--- src/rtl/tpu_pkg.sv ---
// Shared TPU constants and the packed row type.
//   TPU_DEPTH      : systolic array columns (lanes per result row)
//   TPU_NORM_WIDTH : width of one normalized lane
//   TPU_FIFO_DEPTH : default number of buffered aligned rows
package tpu_pkg;

    localparam int unsigned TPU_DEPTH      = 4;
    localparam int unsigned TPU_NORM_WIDTH = 8;
    localparam int unsigned TPU_FIFO_DEPTH = 4;

    // Lane c of a row sits at row[c], i.e. bits [TPU_NORM_WIDTH*c +: TPU_NORM_WIDTH].
    typedef logic [TPU_DEPTH-1:0][TPU_NORM_WIDTH-1:0] norm_row_t;

endpackage

--- src/rtl/tpu_output_deskew_if.sv ---
// Bundle between the array's bottom row, the deskew block and the pixel writer.
//   in_valid  : column-0 lane carries element 0 of a new row
//   norm_in   : bottom-row lanes, lane c at [NORM_WIDTH*c +: NORM_WIDTH]
//   row_out   : aligned row at the FIFO head (0 when empty)
//   row_valid : row_out holds a row
//   row_ready : consumer accepts the row on valid && ready
//   row_count : rows currently buffered
//   overflow  : sticky, a completed row was dropped while full
// slave = deskew block, master = producer/consumer side.
interface tpu_output_deskew_if
    import tpu_pkg::*;
#(
    parameter int unsigned DEPTH      = TPU_DEPTH,
    parameter int unsigned NORM_WIDTH = TPU_NORM_WIDTH,
    parameter int unsigned FIFO_DEPTH = TPU_FIFO_DEPTH
);

    logic                               in_valid;
    logic [NORM_WIDTH*DEPTH-1:0]        norm_in;
    logic [NORM_WIDTH*DEPTH-1:0]        row_out;
    logic                               row_valid;
    logic                               row_ready;
    logic [$clog2(FIFO_DEPTH+1)-1:0]    row_count;
    logic                               overflow;

    modport slave (
        input  in_valid, norm_in, row_ready,
        output row_out, row_valid, row_count, overflow
    );

    modport master (
        output in_valid, norm_in, row_ready,
        input  row_out, row_valid, row_count, overflow
    );

endinterface

--- src/rtl/sync_row_fifo.sv ---
// Synchronous FIFO of aligned rows with a registered head word.
//   clk, rst    : clock, synchronous active-high reset
//   i_push      : write request for i_push_data
//   i_pop       : read request (ignored when empty)
//   o_head      : registered head entry, 0 when empty
//   o_valid     : registered non-empty flag
//   o_count     : registered occupancy, 0..DEPTH
//   o_full      : occupancy == DEPTH
// A push while full is accepted only if a pop frees a slot on the same edge.
module sync_row_fifo #(
    parameter int unsigned WIDTH = 32,
    parameter int unsigned DEPTH = 4
) (
    input  logic                         clk,
    input  logic                         rst,
    input  logic                         i_push,
    input  logic [WIDTH-1:0]             i_push_data,
    input  logic                         i_pop,
    output logic [WIDTH-1:0]             o_head,
    output logic                         o_valid,
    output logic [$clog2(DEPTH+1)-1:0]   o_count,
    output logic                         o_full
);

    localparam int unsigned PW = $clog2(DEPTH);
    localparam int unsigned CW = $clog2(DEPTH+1);

    logic [WIDTH-1:0] r_mem [DEPTH];
    logic [PW-1:0]    r_wr_ptr;
    logic [PW-1:0]    r_rd_ptr;
    logic [CW-1:0]    r_count;
    logic [WIDTH-1:0] r_head;
    logic             r_valid;

    logic             w_empty;
    logic             w_full;
    logic             w_pop;
    logic             w_push;
    logic [PW-1:0]    w_rd_nxt;
    logic [CW-1:0]    w_count_nxt;
    logic [WIDTH-1:0] w_head_nxt;

    assign w_empty  = (r_count == '0);
    assign w_full   = (r_count == CW'(DEPTH));
    assign w_pop    = i_pop && !w_empty;
    assign w_push   = i_push && (!w_full || w_pop);
    assign w_rd_nxt = r_rd_ptr + PW'(1);

    // Next occupancy and next head word; the head mirrors mem[rd_ptr] but is kept in its own register.
    always_comb begin
        w_count_nxt = r_count;
        w_head_nxt  = r_head;
        if (w_push && !w_pop) begin
            w_count_nxt = r_count + CW'(1);
        end else if (w_pop && !w_push) begin
            w_count_nxt = r_count - CW'(1);
        end
        if (w_pop) begin
            // With a single entry the successor is the incoming row (or nothing).
            if (r_count == CW'(1)) begin
                w_head_nxt = w_push ? i_push_data : '0;
            end else begin
                w_head_nxt = r_mem[w_rd_nxt];
            end
        end else if (w_empty && w_push) begin
            w_head_nxt = i_push_data;
        end
    end

    // Pointer, occupancy and head registers.
    always_ff @(posedge clk) begin
        if (rst) begin
            r_wr_ptr <= '0;
            r_rd_ptr <= '0;
            r_count  <= '0;
            r_head   <= '0;
            r_valid  <= 1'b0;
        end else begin
            if (w_push) r_wr_ptr <= r_wr_ptr + PW'(1);
            if (w_pop)  r_rd_ptr <= w_rd_nxt;
            r_count <= w_count_nxt;
            r_head  <= w_head_nxt;
            r_valid <= (w_count_nxt != '0);
        end
    end

    // Storage array; contents are only read behind a valid pointer, so no reset.
    always_ff @(posedge clk) begin
        if (w_push) r_mem[r_wr_ptr] <= i_push_data;
    end

    assign o_head  = r_head;
    assign o_valid = r_valid;
    assign o_count = r_count;
    assign o_full  = w_full;

endmodule

--- src/rtl/tpu_output_deskew.sv ---
// Re-aligns the diagonal result wavefront from the systolic array's bottom row
// into packed rows and queues them for the pixel writer.
//   clk, rst : clock, synchronous active-high reset
//   bus      : tpu_output_deskew_if.slave (in_valid, norm_in, row_ready in;
//              row_out, row_valid, row_count, overflow out)
// Lane c of a row arrives c cycles after its in_valid pulse; it is delayed by
// DEPTH-1-c registers so all lanes meet when lane DEPTH-1 arrives.
module tpu_output_deskew
    import tpu_pkg::*;
#(
    parameter int unsigned DEPTH      = TPU_DEPTH,
    parameter int unsigned NORM_WIDTH = TPU_NORM_WIDTH,
    parameter int unsigned FIFO_DEPTH = TPU_FIFO_DEPTH
) (
    input  logic                clk,
    input  logic                rst,
    tpu_output_deskew_if.slave  bus
);

    localparam int unsigned RW = NORM_WIDTH * DEPTH;

    // w_vld[c] is high in the cycle lane c of some row is valid.
    logic [DEPTH-2:0]                  r_vld;
    logic [DEPTH-1:0]                  w_vld;
    logic [DEPTH-1:0][NORM_WIDTH-1:0]  w_row;

    logic [RW-1:0]                     w_head;
    logic                              w_valid;
    logic                              w_full;
    logic                              r_overflow;

    assign w_vld = {r_vld, bus.in_valid};

    // Shift register of in_valid tracking the wavefront across the lanes.
    always_ff @(posedge clk) begin
        if (rst) begin
            r_vld <= '0;
        end else begin
            r_vld <= w_vld[DEPTH-2:0];
        end
    end

    // Per-lane delay lines; each stage loads only when its row's lane is passing through.
    for (genvar c = 0; c < DEPTH - 1; c++) begin : g_lane
        localparam int N = int'(DEPTH) - 1 - c;
        logic [NORM_WIDTH-1:0] r_dly [N];

        always_ff @(posedge clk) begin
            if (rst) begin
                for (int j = 0; j < N; j++) r_dly[j] <= '0;
            end else begin
                if (w_vld[c]) r_dly[0] <= bus.norm_in[NORM_WIDTH*c +: NORM_WIDTH];
                for (int j = 1; j < N; j++) begin
                    if (w_vld[c+j]) r_dly[j] <= r_dly[j-1];
                end
            end
        end

        assign w_row[c] = r_dly[N-1];
    end

    assign w_row[DEPTH-1] = bus.norm_in[NORM_WIDTH*(DEPTH-1) +: NORM_WIDTH];

    sync_row_fifo #(
        .WIDTH (RW),
        .DEPTH (FIFO_DEPTH)
    ) u_fifo (
        .clk         (clk),
        .rst         (rst),
        .i_push      (w_vld[DEPTH-1]),
        .i_push_data (w_row),
        .i_pop       (bus.row_ready),
        .o_head      (w_head),
        .o_valid     (w_valid),
        .o_count     (bus.row_count),
        .o_full      (w_full)
    );

    // Sticky drop flag: full implies non-empty, so a pop happens exactly when row_ready is high.
    always_ff @(posedge clk) begin
        if (rst) begin
            r_overflow <= 1'b0;
        end else if (w_vld[DEPTH-1] && w_full && !bus.row_ready) begin
            r_overflow <= 1'b1;
        end
    end

    assign bus.row_valid = w_valid;
    assign bus.row_out   = w_valid ? w_head : '0;
    assign bus.overflow  = r_overflow;

endmodule

--- src/flat_wrapper.sv ---
// flat-port wrapper written by rule: the top's interface ports become plain ports
module tpu_output_deskew_flat import tpu_pkg::*;
#(
    parameter int unsigned DEPTH      = TPU_DEPTH,
    parameter int unsigned NORM_WIDTH = TPU_NORM_WIDTH,
    parameter int unsigned FIFO_DEPTH = TPU_FIFO_DEPTH
)
  (clk, rst, bus_in_valid, bus_norm_in, bus_row_ready, bus_row_out, bus_row_valid, bus_row_count, bus_overflow);
  tpu_output_deskew_if #(.DEPTH(DEPTH), .NORM_WIDTH(NORM_WIDTH), .FIFO_DEPTH(FIFO_DEPTH)) bus_i ();
  input  logic clk;
  input  logic rst;
  input wire logic [$bits(bus_i.in_valid)-1:0] bus_in_valid;
  input wire logic [$bits(bus_i.norm_in)-1:0] bus_norm_in;
  input wire logic [$bits(bus_i.row_ready)-1:0] bus_row_ready;
  output wire logic [$bits(bus_i.row_out)-1:0] bus_row_out;
  output wire logic [$bits(bus_i.row_valid)-1:0] bus_row_valid;
  output wire logic [$bits(bus_i.row_count)-1:0] bus_row_count;
  output wire logic [$bits(bus_i.overflow)-1:0] bus_overflow;
  assign bus_i.in_valid = bus_in_valid;
  assign bus_i.norm_in = bus_norm_in;
  assign bus_i.row_ready = bus_row_ready;
  assign bus_row_out = bus_i.row_out;
  assign bus_row_valid = bus_i.row_valid;
  assign bus_row_count = bus_i.row_count;
  assign bus_overflow = bus_i.overflow;
  tpu_output_deskew #(.DEPTH(DEPTH), .NORM_WIDTH(NORM_WIDTH), .FIFO_DEPTH(FIFO_DEPTH)) u_core (.clk(clk), .rst(rst), .bus(bus_i));
endmodule
--- config.mk ---
export PLATFORM = sky130hd
export DESIGN_NAME = tpu_output_deskew_flat
export DESIGN_NICKNAME = d
export VERILOG_FILES = /design/src/rtl/tpu_pkg.sv /design/src/rtl/tpu_output_deskew_if.sv /design/src/rtl/sync_row_fifo.sv /design/src/rtl/tpu_output_deskew.sv /design/src/flat_wrapper.sv
export SDC_FILE = /design/constraint.sdc
export NUM_CORES = 1
export LEC_CHECK = 0
export ABC_AREA = 1
export BUFFER_PORTS_ARGS = -buffer_cell sky130_fd_sc_hd__buf_2
export CAP_MARGIN = 20
export CORE_ASPECT_RATIO = 0.75
export CORE_UTILIZATION = 60
export CTS_BUF_LIST = sky130_fd_sc_hd__clkbuf_8
export CTS_CLUSTER_SIZE = 12
export DETAILED_ROUTE_END_ITERATION = 16
export HOLD_SLACK_MARGIN = 0.1
export PLACE_DENSITY = 0.8
export SLEW_MARGIN = 40
export SYNTH_ARGS = -nofsm -noshare
export SYNTH_HDL_FRONTEND = slang
export SYNTH_SLANG_ARGS = --single-unit
--- constraint.sdc ---
create_clock -name clk -period 7.4 [get_ports clk]
set_input_delay 1.48 -clock clk [delete_from_list [all_inputs] [get_ports clk]]
set_output_delay 1.48 -clock clk [all_outputs]
set_load 0.02 [all_outputs]
# After elaboration in Yosys (flattened, before gate mapping)
# Memories as Yosys holds them, arrays and structs flattened.
# Index checks and enable logic that the tools add are counted.
totals:
  in_bits: 36
  regBits: 44
  n_memories: 4
  ram_bits: 176
  out_inout_bits: 37
mem_list:
  columns: ["memory", "depth", "width", "rd", "rd_ports_with_merged_regs", "wr", "line_no", "rtl"]
  rows:
  - ["u_core.u_fifo.r_mem", 4, 32, 1, 0, 1, "sync_row_fifo.sv:28", "logic [WIDTH-1:0] r_mem [DEPTH];"]
  - ["u_core.g_lane[0].r_dly", 3, 8, 3, 0, 3, "tpu_output_deskew.sv:46", "logic [NORM_WIDTH-1:0] r_dly [N];"]
  - ["u_core.g_lane[1].r_dly", 2, 8, 2, 0, 2, "tpu_output_deskew.sv:46", null]
  - ["u_core.g_lane[2].r_dly", 1, 8, 1, 0, 1, "tpu_output_deskew.sv:46", null]
op_classes:
  n_reduce_logical: 17
  eq_ne: 2
  n_mux: 27
  bitwise_logic: 5
  n_addsub: 4
ops:
  columns: ["operator", "n"]
  rows:
  - ["$mux W32", 5]
  - ["$mux W8", 6]
  - ["$mux W1", 14]
  - ["$reduce_or A8 Y1", 1]
  - ["$logic_and A1 B1 Y1", 7]
  - ["$mux W3", 2]
  - ["$logic_not A1 Y1", 5]
  - ["$or A1 B1 Y1", 5]
  - ["$add A2 B1 Y2 const B", 2]
  - ["$add A3 B1 Y3 const B", 1]
  - ["$eq A3 B1 Y1 const B", 1]
  - ["$eq A3 B3 Y1 const B", 1]
  - ["$logic_not A3 Y1", 1]
  - ["$reduce_bool A3 Y1", 1]
  - ["$sub A3 B1 Y3 const B", 1]
  - ["$reduce_bool A2 Y1", 1]
  - ["$logic_or A1 B1 Y1", 1]

# Depth between registers and ports, before layout
depth:
  depth_word: 10
  mapped_depth: 12

# Modules after synthesis
# Synthesis repeated with hierarchy kept, for this count alone.
unflattened:
  hier_cells: 962
  hier_area_um2: 9651.8
by_module_without_submodules:
  columns: ["module", "cells_each", "area_each_um2", "instances", "seq_area_each_um2"]
  rows:
  - ["sync_row_fifo", 726, 7267.0, 1, 4644.5]
  - ["tpu_output_deskew", 236, 2384.8, 1, 1521.5]

# Worst setup path before layout
# Ideal clock, no wire load.
synth_path:
  kind: "input port to flip-flop"
  from: "input port bus_row_ready"
  to: "memory u_core.u_fifo.r_mem[0][0], enable pin"
  setup_slack_ps: 3963
  path_buffers: 0
  arrival_ps: 3016
  stages: 2
  cell_sequence: "o21ai_1 > nor2_1"
synth_via:
  elab_chain_len: 5
synth_lines:
  columns: ["item", "line_no", "rtl"]
  rows:
  - ["start, declared", "flat_wrapper.sv:14", "input wire logic [$bits(bus_i.row_ready)-1:0] bus_row_ready;"]
  - ["$logic_and A1 B1 Y1", "sync_row_fifo.sv:45", "assign w_pop = i_pop && !w_empty;"]
  - ["$logic_or A1 B1 Y1", "sync_row_fifo.sv:46", "assign w_push = i_push && (!w_full || w_pop);"]
  - ["$logic_and A1 B1 Y1", "sync_row_fifo.sv:46", null]
  - ["$mux W1", "sync_row_fifo.sv:89", "if (w_push) r_mem[r_wr_ptr] <= i_push_data;"]
  - ["$mux W1 (not written as such)", "sync_row_fifo.sv:89", null]
  - ["end, declared", "sync_row_fifo.sv:28", null]
# No other way between the ends.

# Final worst setup path
layout_path:
  from: "register u_core.u_fifo.r_valid (netlist: u_core.u_fifo.o_valid)"
  to: "output port bus_row_out[0]"
layout_via:
  elab_chain_len: 1
layout_lines:
  columns: ["item", "line_no", "rtl"]
  rows:
  - ["start, declared", "sync_row_fifo.sv:33", "logic r_valid;"]
  - ["start signal, assigned", "sync_row_fifo.sv:83", "r_valid <= (w_count_nxt != '0);"]
  - ["$mux W32", "tpu_output_deskew.sv:89", "assign bus.row_out = w_valid ? w_head : '0;"]
  - ["end, declared", "flat_wrapper.sv:15", "output wire logic [$bits(bus_i.row_out)-1:0] bus_row_out;"]
# No other way between the ends.

==> out/qor.csv <==
metric,value,unit
outcome,finished clean,
"Reg clk slew, reported paths",0.06,ns
drt drc,0,
routed vias,6584,
Die X,147,um
Crit Path Class,flip-flop to primary output,
post-route cell area,10500,um2
Boundary Pins,73,
vias in the first global route,6492,
H-tree depth,2,
worst-skew pair later-pin latency,0.50,ns
Tcrit/Tclk final,0.406,
TritonCTS clock tree,yes,
Num CTS Buffers,34,
gr ovfl total,0,
final-report max-slew violation count,0,
Via density,5.20,
fmax,0.333,GHz
GRT Util Overall,0.248,
sequential fraction of the synthesis area,0.651,
Worst Hold Class,flip-flop to flip-flop,
Iter 0 DRT Violations,760,
CTS Hold Bufs,0,
WL per Instance,15.5,um
post-route ant nets,0,
WP data arrival,1.52,ns
RSZ-0062 raised after global routing,no,
die height,111,um
routability congestion estimate,0.736,
clock root buffer,clkbuf_8,
slew margin rel.,0.519,
WL final,19600,um
HPWL Detailed,10900,um
worst r2r path cells,10,
layout cells sized above 1,0.133,
critical path's slowest cell,buf_4,
core area,15300,um2
# clock sinks,220,
final hold viol count,0,
Least-Margin Pin Slew,0.719,ns
initial antenna violation count,0,
Max IR drop VDD,0.175,mV
Core Rows,39,
Layout Utilization,0.688,
"Cell Chain, Critical Path",buf_4 > nand2_1 > inv_1 > buf_2,
CP max stage delay,0.33,ns
Max Clock Skew,0.0147,ns
Reg2Reg Setup Slack,4.75,ns
Layout Nets,1079,
Final min period,3.00,ns
Pwr Density,318,nW/um2
max_cap viols,0,
Syn Nets,1009,
total leakage power,5.05,nW
YS warnings,0,
largest net degree at the start of global routing,68,
#FFs+latches synth,220,
crit end category,primary output,
global-route wire length before repair,32000,um
Setup-failing EPs final,0,
CP Launch Type,flip-flop,
Post-CTS Setup Inserts,0,
I/O Buffers,72,
syn avg cell area,9.81,um2
number of diodes,0,
"Cell Area, Synth",9470,um2
Hold Path Depth,2,
Synth Instances,965,
Max clock buf depth,3,
initial core utilization,0.618,
sum of negative setup slack,0,ns
Worst EP required,5.92,ns
First-pass DRT Iterations,5,
number of distinct library cells after synthesis,25,
die area,16300,um2
DP Area,9910,um2
Layout area overhead,11.3,%
post_cts resized,0,
worst-path maximum fanout,33,
## state kept, by name (all words and copies together), names as in the netlist
signal                  count
u_core.u_fifo.r_mem       128
u_core.r_vld                3
u_core.u_fifo.r_wr_ptr      2
u_core.u_fifo.o_valid       1
u_core.u_fifo.o_head       32
u_core.g_lane.r_dly        48
u_core.u_fifo.o_count       3
u_core.u_fifo.r_rd_ptr      2
u_core.bus.overflow         1
## cells by family (layout without fill, tap and decap cells)
family | Yosys count | in the layout | share of synthesized area
compound gates | 42 | 42 | 0.0237
simple gates | 474 | 474 | 0.214
flops | 220 | 220 | 0.651
fa+ha+maj | 8 | 8 | 0.0106
buf+inv | 219 | 314 | 0.0983
xor+xnor | 2 | 2 | 0.00185
## cells in the mapped netlist (all sizes together)
master | instances | area, um2
nor3 | 2 | 15.0
clkinv | 4 | 20.0
nand4 | 2 | 12.5
dfxtp | 44 | 881
o21ai | 37 | 196
inv | 165 | 619
nand3 | 167 | 841
ha | 8 | 100
buf | 36 | 239
nor2 | 60 | 225
nand2 | 243 | 935
edfxtp | 176 | 5290
a21oi | 4 | 20.0
a211oi | 1 | 7.51
xor2 | 2 | 17.5
clkbuf | 14 | 52.6
## routing by layer
metal	vias to the layer above	GRT usage	routed length, um
met5	-	0	0
met1	3024	0.335	8270
met2	285	0.416	9570
met3	32	0.0420	1430
li1	3243	-	-
met4	0	0.0722	351
## placed cells by master (no fill, tap or decap), types with 2 or more instances in the layout
cell type,Yosys,layout
buf_4,6,12
ha_1,8,8
o21ai_0,27,27
edfxtp_1,176,176
nand2_1,240,239
inv_2,3,2
a21oi_1,4,4
buf_2,23,72
clkinv_1,3,11
nor2_2,0,5
nor2_1,60,55
dfxtp_1,44,44
clkbuf_8,0,40
nand2_4,3,3
nand4_1,2,2
inv_1,162,174
xor2_1,2,2
nand3_1,166,166
o21ai_1,9,9
## layout make-up
type / instances / area, um2
Tap cell: 205 / 256
Clock buffer: 40 / 551
Timing Repair Buffer: 84 / 450
Multi-Input combinational cell: 526 / 2390
Inverter: 169 / 642
Clock inverter: 21 / 80.1
Fill cell: 1155 / 4780
Sequential cell: 220 / 6170
## report_power, final
part | switching (mW) | internal [mW]
Sequential | 0.0617 | 1.44
Combinational | 0.647 | 0.262
Clock | 0.447 | 0.490
Total | 1.16 | 2.19
## final timing paths
kind / from / to
setup / recovery: u_core.u_fifo.o_valid / bus_row_out[0]
hold / removal: u_core.bus.overflow / u_core.bus.overflow
setup reg to reg: u_core.u_fifo.r_rd_ptr[0] / u_core.u_fifo.o_head[15]
hold reg to reg: u_core.bus.overflow / u_core.bus.overflow
## critical path: cells and delay by family, from the launching register on
family        cells  cell delay (ns)
buf+inv           3             0.55
flops             1             0.31
simple gates      1             0.15
## stage by stage
step | std cells | total power [mW] | setup slack, ns | hold WS, ns
floorplan | 965 | 2.22 | 3.96 | 0.452
global placement | 1204 | 2.39 | 4.34 | 0.449
detailed placement | 1204 | 2.43 | 4.27 | 0.486
CTS | 1265 | 3.36 | 4.38 | 0.501
global route | 1265 | 3.53 | 4.28 | 0.531
finish | 1265 | 3.35 | 4.40 | 0.485
No activity file was read; power rests on OpenSTA's default activity.
